===== src/rtl/iram_loader.sv =====
`default_nettype none
// ============================================================================
// Module      : iram_loader
// Description : Boot-time instruction RAM loader. Assembles a little-endian
//               byte stream into 32-bit words and writes them sequentially
//               from word address 0. The core is held halted while a load
//               is in progress.
// Revision    : 1.0 - initial release
// ============================================================================
module iram_loader #(
    parameter int DW        = 32,
    parameter int MEM_DEPTH = 1024
) (
    input  logic                         clk,
    input  logic                         rst,
    input  logic                         load_start_i,
    input  logic [$clog2(MEM_DEPTH):0]   load_len_i,
    input  logic                         load_abort_i,
    input  logic                         byte_valid_i,
    input  logic [7:0]                   byte_data_i,
    output logic                         byte_ready_o,
    output logic                         ram_wen_o,
    output logic [$clog2(MEM_DEPTH)-1:0] ram_waddr_o,
    output logic [DW-1:0]                ram_wdata_o,
    output logic                         core_halt_o,
    output logic                         busy_o,
    output logic                         load_done_o,
    output logic                         load_err_o
);

    localparam int c_AW = $clog2(MEM_DEPTH);

    localparam logic [1:0] c_IDLE  = 2'd0;
    localparam logic [1:0] c_RECV  = 2'd1;
    localparam logic [1:0] c_WRITE = 2'd2;
    localparam logic [1:0] c_DONE  = 2'd3;

    localparam logic [c_AW:0]   c_MAX_LEN = MEM_DEPTH[c_AW:0];
    localparam logic [c_AW:0]   c_LEN_ONE = 1;
    localparam logic [c_AW-1:0] c_IDX_ONE = 1;

    logic [1:0]      r_state;
    logic [1:0]      w_state_nxt;
    logic [c_AW:0]   r_len;
    logic [c_AW-1:0] r_widx;
    logic [1:0]      r_bcnt;
    logic [23:0]     r_data;       // lower three byte lanes; the fourth arrives with the write
    logic [c_AW-1:0] r_waddr;
    logic [DW-1:0]   r_wdata;
    logic            r_err;

    logic w_len_bad;
    logic w_start_ok;
    logic w_start_bad;
    logic w_active;
    logic w_abort;
    logic w_accept;
    logic w_last_word;

    assign w_len_bad   = (load_len_i == '0) || (load_len_i > c_MAX_LEN);
    assign w_start_ok  = (r_state == c_IDLE) && load_start_i && !w_len_bad;
    assign w_start_bad = (r_state == c_IDLE) && load_start_i && w_len_bad;
    assign w_active    = (r_state == c_RECV) || (r_state == c_WRITE);
    assign w_abort     = w_active && load_abort_i;
    // Abort wins over byte acceptance so an aborted cycle never consumes a byte.
    assign w_accept    = (r_state == c_RECV) && byte_valid_i && !load_abort_i;
    assign w_last_word = ({1'b0, r_widx} == (r_len - c_LEN_ONE));

    // State register.
    always_ff @(posedge clk or posedge rst) begin
        if (rst) begin
            r_state <= c_IDLE;
        end else begin
            r_state <= w_state_nxt;
        end
    end

    // Next-state logic and Moore output decode.
    always_comb begin
        w_state_nxt  = r_state;
        byte_ready_o = 1'b0;
        ram_wen_o    = 1'b0;
        core_halt_o  = 1'b0;
        busy_o       = 1'b0;
        load_done_o  = 1'b0;
        case (r_state)
            c_IDLE: begin
                if (w_start_ok) begin
                    w_state_nxt = c_RECV;
                end
            end
            c_RECV: begin
                byte_ready_o = 1'b1;
                core_halt_o  = 1'b1;
                busy_o       = 1'b1;
                if (load_abort_i) begin
                    w_state_nxt = c_IDLE;
                end else if (byte_valid_i && (r_bcnt == 2'd3)) begin
                    w_state_nxt = c_WRITE;
                end
            end
            c_WRITE: begin
                ram_wen_o   = 1'b1;
                core_halt_o = 1'b1;
                busy_o      = 1'b1;
                if (load_abort_i) begin
                    w_state_nxt = c_IDLE;
                end else if (w_last_word) begin
                    w_state_nxt = c_DONE;
                end else begin
                    w_state_nxt = c_RECV;
                end
            end
            c_DONE: begin
                load_done_o = 1'b1;
                core_halt_o = 1'b1;
                busy_o      = 1'b1;
                w_state_nxt = c_IDLE;
            end
            default: begin
                w_state_nxt = c_IDLE;
            end
        endcase
    end

    // Datapath: length latch, byte assembly, word index and write registers.
    always_ff @(posedge clk or posedge rst) begin
        if (rst) begin
            r_len   <= '0;
            r_widx  <= '0;
            r_bcnt  <= 2'd0;
            r_data  <= '0;
            r_waddr <= '0;
            r_wdata <= '0;
            r_err   <= 1'b0;
        end else begin
            r_err <= w_start_bad || w_abort;

            if (w_start_ok) begin
                r_len  <= load_len_i;
                r_widx <= '0;
                r_bcnt <= 2'd0;
            end

            if (w_abort) begin
                r_bcnt <= 2'd0;
            end

            if (w_accept) begin
                r_bcnt <= r_bcnt + 2'd1;
                case (r_bcnt)
                    2'd0: r_data[7:0]   <= byte_data_i;
                    2'd1: r_data[15:8]  <= byte_data_i;
                    2'd2: r_data[23:16] <= byte_data_i;
                    default: begin
                        // Fourth byte: capture the complete word for the WRITE cycle.
                        r_waddr <= r_widx;
                        r_wdata <= {byte_data_i, r_data};
                    end
                endcase
            end

            if ((r_state == c_WRITE) && !load_abort_i && !w_last_word) begin
                r_widx <= r_widx + c_IDX_ONE;
            end
        end
    end

    assign ram_waddr_o = r_waddr;
    assign ram_wdata_o = r_wdata;
    assign load_err_o  = r_err;

endmodule
`default_nettype wire


===== config.mk =====
export PLATFORM = sky130hd
export DESIGN_NAME = iram_loader
export DESIGN_NICKNAME = d
export VERILOG_FILES = /design/src/rtl/iram_loader.sv
export SDC_FILE = /design/constraint.sdc
export NUM_CORES = 1
export LEC_CHECK = 0
export ABC_AREA = 1
export CORE_MARGIN = 2
export CORE_UTILIZATION = 48
export CTS_CLUSTER_DIAMETER = 30
export CTS_CLUSTER_SIZE = 10
export DETAILED_ROUTE_END_ITERATION = 8
export GPL_TIMING_DRIVEN = 0
export PLACE_DENSITY = 0.81
export SYNTH_ARGS = -nofsm -noshare
export SYNTH_HDL_FRONTEND = slang
export SYNTH_SLANG_ARGS = --single-unit

===== constraint.sdc =====
create_clock -name clk -period 3 [get_ports clk]
set_input_delay 0.75 -clock clk [delete_from_list [all_inputs] [get_ports clk]]
set_output_delay 0.75 -clock clk [all_outputs]
set_load 0.01 [all_outputs]

* Word-level counts from Yosys, hierarchy flattened
Index checks and enable logic that the tools add are counted.
** Cells by class
- Add/subtract/negate cells :: 3
- Magnitude comparators :: 1
- Equal/unequal tests :: 9
- Multiplexer cells :: 15
- Bitwise gates (word level) :: 1
- Reductions and logical operators :: 27
** Operator list (number)
- 10-bit two-way mux :: 2
- 2-bit two-way mux :: 8
- 10-bit by 11-bit == test with 1-bit output :: 1
- 11-bit > comparator, second input constant :: 1
- 11-bit logical NOT :: 1
- 11-bit by 1-bit subtractor with 11-bit output, second input constant :: 1
- 10-bit by 1-bit adder with 10-bit output, second input constant :: 1
- 2-bit AND reduction :: 5
- 1-bit logical AND :: 9
- 2-bit == test, second input constant :: 4
- 2-bit case mux with 4 select lines :: 1
- 3-bit OR reduction :: 2
- 2-bit by 1-bit == test with 1-bit output, second input constant :: 2
- 2-bit logical NOT :: 2
- 1-bit two-way mux :: 4
- 1-bit logical NOT :: 3
- 1-bit logical OR :: 3
- 3-bit by 2-bit inequality test with 1-bit output, second input constant :: 1
- 3-bit nonzero test :: 1
- 2-bit by 1-bit adder with 2-bit output, second input constant :: 1
- 2-bit inequality test, second input constant :: 1
- 2-bit nonzero test :: 1
- 1-bit NOT :: 1
** Word-level totals
- Bits in registers :: 92
- Bits of input ports :: 24
- Output and inout bits :: 48
- Word-level logic and storage cells :: 66

* Longest topological paths before layout
Gate-level depths: netlist (run 1).
- Depth in word-level cells :: 7
- Depth in mapped cells :: 14
- Mapped depth without buffers :: 14

* Worst setup path before layout (run 1)
OpenSTA, ideal clock, no wires.
- Path kind :: in2reg
- Start :: input port load_abort_i
- End :: register r_waddr[0] (netlist: ram_waddr_o[0])
- Library setup time :: 0.130 ns
- Data arrival time :: 1.667 ns
- Data required time :: 2.870 ns
- Setup slack :: 1.203 ns
- Stages on the path :: 8
- Path buffers :: 2
- Cells stage by stage :: nor2_1 -> nand2_1 -> inv_1 -> nand2_1 -> buf_2 -> clkbuf_1 -> nand2_1 -> o21ai_0
** Between the ends
- Longest elaborated chain between the ends :: 3
** RTL lines
- start: declaration :: RTL line 18 : input logic load_abort_i,
- 1-bit logical NOT :: RTL line 66 : assign w_accept = (r_state == c_RECV) && byte_valid_i && !load_abort_i;
- 1-bit logical AND :: RTL line 66
- 2-bit AND reduction (no source line)
- end signal: assignment :: RTL line 157 : r_waddr <= r_widx;
- end: declaration :: RTL line 48 : logic [c_AW-1:0] r_waddr;
Every way passes these cells.
A chain may end at the register's enable or synchronous reset.

* Final worst setup path (run 1)
- Start :: register r_state[0]
- End :: output port core_halt_o
** Between the ends
- Longest elaborated chain between the ends :: 3
- Elaborated cells on any way between the ends :: 5
- Those cells by class :: eq/ne (3); mux (1); reduce/logical (1)
** RTL lines
- start: declaration :: RTL line 42 : logic [1:0] r_state;
- start signal: assignment :: RTL line 72 : r_state <= c_IDLE;
- start signal: assignment :: RTL line 74 : r_state <= w_state_nxt;
- 2-bit by 1-bit == test with 1-bit output or 2-bit == test (tied branches) :: RTL line 86 : case (r_state)
- 3-bit OR reduction (no source line) (*)
- 1-bit two-way mux (*) :: RTL line 86
- end: declaration :: RTL line 25 : output logic core_halt_o,
Every way passes the cells marked *; elsewhere a longest branch is shown, timed or not.

==> results.rst, run 1 <==
.. list-table::
   :header-rows: 1

   * - Metric
     - Value
   * - Result of the run
     - complete, no violations
   * - Worst reg-to-reg setup slack
     - 0.92 ns
   * - Instance area after placement
     - 5090 sq um
   * - Final weighted congestion in routability-driven placement
     - 0.800
   * - Number of antenna violations at the first check in global routing
     - 0
   * - Most used cell, CP
     - sky130_fd_sc_hd__inv_1
   * - Complex-gate fraction of the synthesized area
     - 0.0685
   * - EDFF count, synth
     - 0
   * - R2r endpoint
     - ram_waddr_o[3]
   * - Detail Placement HPWL
     - 7.07 mm
   * - Clock latency on the worst-skew pair
     - 0.35 ns
   * - TritonCTS clock tree
     - yes
   * - Slowest library cell on the worst path
     - sky130_fd_sc_hd__clkdlybuf4s50_1
   * - Max transition margin
     - 0.678
   * - Syn Inst Count
     - 452
   * - Setup Skew
     - 0.00753 ns
   * - Xor and xnor area share after synthesis
     - 0.0229
   * - Final TNS setup
     - 0 ns
   * - Layout cells sized above 1
     - 0.120
   * - Number of iterations in the first detailed-routing pass
     - 4
   * - Post-cts resize count
     - 0
   * - Met2 Use GR
     - 0.359
   * - Height of the chip
     - 97.5 um
   * - Number of hold violations in the final report
     - 0
   * - Dominant combinational cell family by area after synthesis
     - simple AND/OR/NAND/NOR gates
   * - Maximum achievable frequency
     - 388 MHz
   * - Placed Cells
     - 633
   * - Global-route congestion overflow total
     - 0
   * - Vias per Instance
     - 5.17
   * - Yosys top cell area share
     - 0.548
   * - Top Ports
     - between 70 and 80
   * - Worst Hold Margin
     - 0.487 ns
   * - Global-route wire length before repair
     - between 15 and 20 mm
   * - Proportion of synthesized chip area in sequential cells
     - 0.548
   * - Worst IR Drop VDD
     - 0.000351 V
   * - Horiz. Die Dim
     - around 98 um
   * - Classification of the worst-slack hold path
     - register to register
   * - Worst hold endpoint
     - ram_wdata_o[31]
   * - Worst-Margin Slew
     - 0.482 ns
   * - Biggest area contributors in the synthesized netlist
     - sky130_fd_sc_hd__dfrtp_1 (55%), sky130_fd_sc_hd__nand2_1 (9.7%), sky130_fd_sc_hd__mux2_2 (7.5%)
   * - Cell depth of the worst flop-to-flop path
     - 11
   * - Critical Path Source Type
     - register
   * - Diodes inserted
     - 0
   * - Count of maximum capacitance violations
     - 0
   * - Primary flip-flop cell chosen by synthesis mapping
     - sky130_fd_sc_hd__dfrtp_1
   * - CP required
     - 2.25 ns
   * - Routed length per instance
     - 14.5 um
   * - Multiplexer share of the synthesized area
     - 0.0751
   * - Reg-to-Reg Start
     - r_state[1]
   * - Final antenna-violating net count
     - 0
   * - Final worst-path cycle share
     - 0.860
   * - Final Worst Setup Slack
     - 0.421 ns
   * - Most crowded layer after global routing
     - met2
   * - Row Count
     - 34
   * - Startpoint of the lowest-slack hold path
     - ram_wdata_o[31]
   * - Clock Pin Slew Worst Setup and Hold Paths
     - 0.09 ns
   * - Overall routing resource usage
     - 0.208
   * - Setup violation total in the final timing report
     - 0
   * - Setup Buffers After CTS
     - 0
   * - Final Net Count
     - 571
   * - Type of the setup path with the least slack
     - register to output pin
   * - Library cell occupying the most area in the post-synthesis netlist
     - sky130_fd_sc_hd__dfrtp_1
   * - Post-synthesis share of cell area spent on and, or, nand and nor gates
     - 0.197
   * - Number of DRC markers in iteration 0
     - ~130
   * - Post-route minimum period
     - 2.58 ns
   * - Die area
     - 9520 sq um
   * - Top post-synthesis cells by count
     - sky130_fd_sc_hd__nand2_1 (109), sky130_fd_sc_hd__dfrtp_1 (92), sky130_fd_sc_hd__o21ai_0 (46)
   * - Mean post-synth cell area
     - ~9.3 sq um
   * - Cells along the critical path
     - inv_1 > ha_1 > inv_1 > buf_4 > clkdlybuf4s50_1
   * - Number of pins exceeding their max-slew limit in the final report
     - 0
   * - Pwr Density
     - 697 nW/um^2
   * - TritonCTS buffer count
     - 9
   * - Unrepaired setup endpoints after global routing
     - no
   * - Path length in cells of the critical path
     - 5
   * - Number of storage elements in the synthesis netlist
     - 92
   * - Critical path data arrival time
     - about 1.8 ns
   * - Total wire length
     - 9.39 mm
   * - Total non-filler cell area in the finished layout
     - 5300 sq um
   * - Number of global-route vias before repair
     - around 3,300
   * - Pre-CTS setup slack
     - 0.374 ns
   * - Core area
     - 8590 sq um
   * - Depth of the worst hold-timing path
     - 2
   * - Initial standard-cell utilization of the core
     - 0.489
   * - CTS Sinks
     - 92
   * - Met3 capacity usage during global routing
     - 0.0417
   * - Most instantiated library cell after synthesis
     - sky130_fd_sc_hd__nand2_1
   * - Adder-Cell Fraction of Synth Area
     - 0.0328
   * - Hold buffer count at cts
     - 0
   * - Count of buffers from port buffering
     - 71
   * - Met1 GRT Util
     - 0.263
   * - Crit path buf inv count
     - 4
   * - # H-tree levels
     - 3
   * - Count of unique library cells instantiated by Yosys
     - 27
   * - Fin cells
     - between 600 and 700
   * - Clock root buffer
     - sky130_fd_sc_hd__clkbuf_8
   * - Critical path endpoint category
     - output pin
   * - Largest fanout on the critical path
     - 4
   * - Share of flip-flops with an asynchronous set or reset
     - 1.00
   * - Synth warnings
     - 0
   * - DRC
     - 0
   * - Cell area after synthesis
     - 4200 sq um
   * - Max clock buf depth
     - 2
   * - Growth of design area from synthesis to finish
     - 26.2%
   * - Maximum number of pins on one net before global-route repair
     - 43
   * - Longest individual stage delay on the worst path
     - 0.52 ns
   * - Family with the most delay on the worst path
     - buffers and inverters
   * - Total via count in the routed design
     - around 3,400
   * - Net Count, Synth
     - 487
   * - Leakage
     - 2.56 nW
==> placed cells by master, fill, tap and decap left out, drive strengths merged <==
cell type / count
ha: 11
nand3b: 1
a21oi: 9
dfrtp: 92
clkinv: 2
and2: 1
bufinv: 1
o21ai: 47
clkdlybuf4s50: 71
clkinvlp: 3
xor2: 9
nand4: 4
buf: 11
clkbuf: 17
inv: 41
o21bai: 1
nor2: 44
mux2: 28
or2: 2
nand3: 33
nand2: 110
xnor2: 2
nor3: 1
==> how the worst max path moves through the flow <==
stage                              from          end  slack, ns
after floorplan                     rst   load_err_o       1.17
after global placement              rst    r_widx[0]       0.27
after detailed placement  load_len_i[7]    r_len[10]       0.37
after CTS                    r_state[0]  core_halt_o       0.42
after global routing         r_state[0]  core_halt_o       0.32
final                        r_state[0]  core_halt_o       0.42
==> cell families (layout without fill, tap and decap cells) <==
| kind of cell | Yosys count | in the layout |
|---|---|---|
| AO/OA/AOI/OAI | 57 | 57 |
| XOR/XNOR | 11 | 11 |
| adder cells (fa/ha/maj) | 11 | 11 |
| buffers and inverters | 57 | 146 |
| flip-flops | 92 | 92 |
| multiplexers | 28 | 28 |
| AND/OR/NAND/NOR | 196 | 196 |
==> area by class of cell <==
cell class                      count  area (sq um)
Buffer                             16          80.1
Clock buffer                       10           138
Clock inverter                      6          71.3
Fill cell                         689          3290
Inverter                           41           158
Multi-Input combinational cell    303          1660
Sequential cell                    92          2300
Tap cell                          108           135
Timing Repair Buffer               73           751
==> layer usage <==
metal  up-vias  share of wire
li1       1621              -
met1      1609           0.42
met3        16          0.055
met5         -              0
met2       108           0.50
met4         0          0.020
==> through the flow <==
step,power (mW),util
global route,3.95,0.617
finish,3.69,0.617
global placement,2.76,0.588
detailed placement,2.84,0.592
floorplan,2.41,-
CTS,3.71,0.617
==> registers in the layout, indices dropped and copies added, names as in the netlist <==
name	count
load_err_o	1
r_bcnt	2
r_data	24
r_len	11
r_state	2
r_widx	10
ram_waddr_o	10
ram_wdata_o	32
==> worst register-to-register path: stages, from the launching register on <==
cell and delay (ns):
sky130_fd_sc_hd__dfrtp_1 0.41, sky130_fd_sc_hd__inv_1 0.12, sky130_fd_sc_hd__ha_1 0.18, sky130_fd_sc_hd__inv_1 0.04, sky130_fd_sc_hd__nor2_1 0.17, sky130_fd_sc_hd__nand2_1 0.09
sky130_fd_sc_hd__inv_1 0.15, sky130_fd_sc_hd__nand2_1 0.12, sky130_fd_sc_hd__buf_2 0.21, sky130_fd_sc_hd__clkbuf_1 0.26, sky130_fd_sc_hd__nand2_1 0.11, sky130_fd_sc_hd__o21ai_0 0.09
==> power breakdown <==
| part | internal, mW | leakage, nW | total, mW | switching (mW) |
|---|---|---|---|---|
| Clock | 0.414 | 0.0991 | 0.867 | 0.453 |
| Sequential | 1.52 | 1.22 | 1.73 | 0.206 |
| Combinational | 0.502 | 1.24 | 1.10 | 0.594 |
| Total | 2.44 | 2.56 | 3.69 | 1.25 |
(Power assumes the default switching activity.)
==> run 2, diff against run 1 <==
CORE_MARGIN = unset   (was 2)
CORE_UTILIZATION = 55   (was 48)
PLACE_DENSITY = 0.87   (was 0.81)
clock period = 3.1 ns   (was 3 ns; I/O delays follow)
==> run 2 against run 1 <==
Effect of this change:
- routed wire length is 1.3% lower
- cell count shrank 1.4%
- die area fell by 16%
- sequential cell count did not move
- combinational power shrank 4%
- sequential share of layout area grew 0.31 points
- global-route usage is 4.9 points higher
- critical path depth is the same
- first-iteration DRC count is 7.0% higher
- register-to-register slack gained 0.07 ns
- largest cell class unchanged
- highest routed layer unchanged
==> results.rst, run 2 (synthesized netlist as in run 1, its figures left out) <==
.. list-table::
   :header-rows: 1

   * - Metric
     - Value
   * - Result of the run
     - complete, no violations
   * - Worst-Margin Slew
     - 0.763 ns (+0.280 ns)
   * - Critical Path Source Type
     - register
   * - Total via count in the routed design
     - 3,376 (+0.66%)
   * - Largest fanout on the critical path
     - 4 (unchanged)
   * - Pwr Density
     - 661 nW/um^2 (-5.2%)
   * - Type of the setup path with the least slack
     - register to output pin
   * - Number of flip-flops in the largest register
     - 32 (unchanged)
   * - Net switching power
     - 1.22 mW (-3.0%)
   * - TritonCTS buffer count
     - 9 (unchanged)
   * - Met3 capacity usage during global routing
     - 0.0388 (-0.00295)
   * - Die area
     - 7990 sq um (-16%)
   * - Growth of design area from synthesis to finish
     - 25.3%
   * - Final TNS setup
     - 0 ns (unchanged)
   * - Flop pwr share
     - 0.484 (+0.016)
   * - Part of the power in the clock network
     - 0.210 (-0.025)
   * - Overall routing resource usage
     - 0.257 (+0.0489)
   * - TritonCTS clock tree
     - yes
   * - Final worst-path cycle share
     - 0.829
   * - Number of antenna violations at the first check in global routing
     - 0 (unchanged)
   * - Total wire length
     - 9.27 mm (-1.3%)
   * - Met1 GRT Util
     - 0.317 (+0.0539)
   * - Number of DRC markers in iteration 0
     - 138 (+7.0%)
   * - Core area
     - 7330 sq um (-15%)
   * - Horiz. Die Dim
     - 89.4 um (-8.4%)
   * - Final weighted congestion in routability-driven placement
     - 0.824 (+3.0%)
   * - Most crowded layer after global routing
     - met2
   * - Count of maximum capacitance violations
     - 0 (unchanged)
   * - Critical path endpoint category
     - output pin
   * - Sw Share
     - 0.350 (+0.0105)
   * - Internal Dissipation
     - 2.26 mW (-7.4%)
   * - Layout cells sized above 1
     - 0.118 (-0.00185)
   * - Maximum number of pins on one net before global-route repair
     - 35 (-19%)
   * - Number of hold violations in the final report
     - 0 (unchanged)
   * - Fillers
     - 543 (-21%)
   * - Global-route wire length before repair
     - 15.4 mm (-3.6%)
   * - Initial standard-cell utilization of the core
     - 0.573 (+0.0842)
   * - Post-route core utilization
     - 0.718 (+0.101)
   * - Highest-count cells in the layout ignoring fill and taps
     - sky130_fd_sc_hd__nand2_1 (109), sky130_fd_sc_hd__dfrtp_1 (92), sky130_fd_sc_hd__clkdlybuf4s50_1 (71)
   * - Clock Pin Slew Worst Setup and Hold Paths
     - 0.09 ns (about the same)
   * - Leakage
     - 2.55 nW (-0.33%)
   * - Unrepaired setup endpoints after global routing
     - no
   * - CTS Sinks
     - 92 (unchanged)
   * - Post-cts resize count
     - 0 (unchanged)
   * - Critical path data arrival time
     - 1.80 ns (-0.03 ns)
   * - Clock root buffer
     - sky130_fd_sc_hd__clkbuf_8
   * - Number of iterations in the first detailed-routing pass
     - 5 (+1)
   * - Row Count
     - 31 (-8.8%)
   * - Final Net Count
     - 571 (unchanged)
   * - Post-route minimum period
     - 2.57 ns
   * - Global-route congestion overflow total
     - 0 (unchanged)
   * - Routed length per instance
     - 14.5 um (about the same)
   * - Worst IR Drop VDD
     - 0.000413 V (+18%)
   * - Height of the chip
     - 89.4 um (-8.4%)
   * - Hold buffer count at cts
     - 0 (unchanged)
   * - Maximum achievable frequency
     - 389 MHz
   * - Count of buffers from port buffering
     - 71 (unchanged)
   * - Top Ports
     - 72 (unchanged)
   * - CP required
     - 2.32 ns (+0.07 ns)
   * - Clock latency on the worst-skew pair
     - 0.36 ns (about the same)
   * - Setup Skew
     - 0.00657 ns (-0.000953 ns)
   * - Number of global-route vias before repair
     - 3,326 (-0.21%)
   * - Setup Buffers After CTS
     - 0 (unchanged)
   * - # H-tree levels
     - 3 (unchanged)
   * - Setup violation total in the final timing report
     - 0 (unchanged)
   * - Met2 Use GR
     - 0.465 (+0.106)
   * - Most common cell after layout, fill and taps aside
     - sky130_fd_sc_hd__nand2_1
   * - Combinational share of power
     - 0.306 (+0.009)
   * - Final antenna-violating net count
     - 0 (unchanged)
   * - Max transition margin
     - 0.491 (-0.188)
   * - Classification of the worst-slack hold path
     - register to register
   * - Number of pins exceeding their max-slew limit in the final report
     - 0 (unchanged)
   * - Max clock buf depth
     - 2 (unchanged)
   * - Vias per Instance
     - 5.28 (+2.1%)
   * - DRC
     - 0 (unchanged)
   * - Detail Placement HPWL
     - 7.18 mm (+1.5%)
   * - Diodes inserted
     - 0 (unchanged)
==> run 2: cell types whose count changed in the layout (fill, tap and decap cells not counted), sizes merged <==
cell	change
bufinv	-1
clkinv	+1
clkinvlp	-1
inv	+1
==> run 2: layout make-up <==
cell class | count | area, sq um | share of cell area
inverters | 41 | 158 | 0.0300
plain buffers | 16 | 80.1 | 0.0152
repair buffers | 73 | 758 | 0.144
flip-flops and latches | 92 | 2300 | 0.438
multi-input cells | 303 | 1660 | 0.316
clock buffers | 10 | 128 | 0.0243
well taps | 99 | 124 | 0.0235
clock inverters | 6 | 47.5 | 0.00904
==> run 2: layer usage <==
| layer | share of wire | routed length, um | vias up |
|---|---|---|---|
| met5 | 0 | 0 | - |
| li1 | - | - | 1620 |
| met1 | 0.42 | 3930 | 1624 |
| met4 | 0.016 | 151 | 0 |
| met2 | 0.51 | 4720 | 118 |
| met3 | 0.050 | 460 | 14 |
==> run 2: critical path: stages (launching register included) <==
cell and delay (ns):
sky130_fd_sc_hd__dfrtp_1 0.41, sky130_fd_sc_hd__inv_1 0.10, sky130_fd_sc_hd__ha_1 0.23, sky130_fd_sc_hd__inv_1 0.08, sky130_fd_sc_hd__buf_4 0.10, sky130_fd_sc_hd__clkdlybuf4s50_1 0.52
==> run 2: worst paths after layout <==
kind	startpoint	endpoint	slack, ns	depth (start not counted)
min in group asynchronous	rst	r_state[1]	0.89	2
worst max-delay path	r_state[0]	core_halt_o	0.53	5
worst min-delay path	r_data[23]	r_data[23]	0.49	2
worst min register to register	r_data[23]	r_data[23]	0.49	2
worst max register to register	r_state[1]	ram_waddr_o[3]	0.99	11
max in group asynchronous	rst	ram_wdata_o[24]	1.41	4
==> run 2: power by group through the flow <==
stage	registers, mW	logic [mW]	clock network [mW]
floorplan	1.68	0.654	0
global placement	1.68	0.991	0
detailed placement	1.70	1.06	0
CTS	1.68	1.07	0.745
global route	1.71	1.21	0.781
finish	1.68	1.06	0.730
==> run 2: through the flow <==
step                power, mW  instances  area (sq um)  hold slack, ns  setup slack, ns
global route             3.70        640          5260           0.525            0.448
CTS                      3.50        640          5260           0.495            0.506
floorplan                2.33        452          4200           0.449             1.25
finish                   3.48        640          5260           0.493            0.529
global placement         2.67        622          5040           0.464            0.357
detailed placement       2.77        624          5090           0.473            0.469
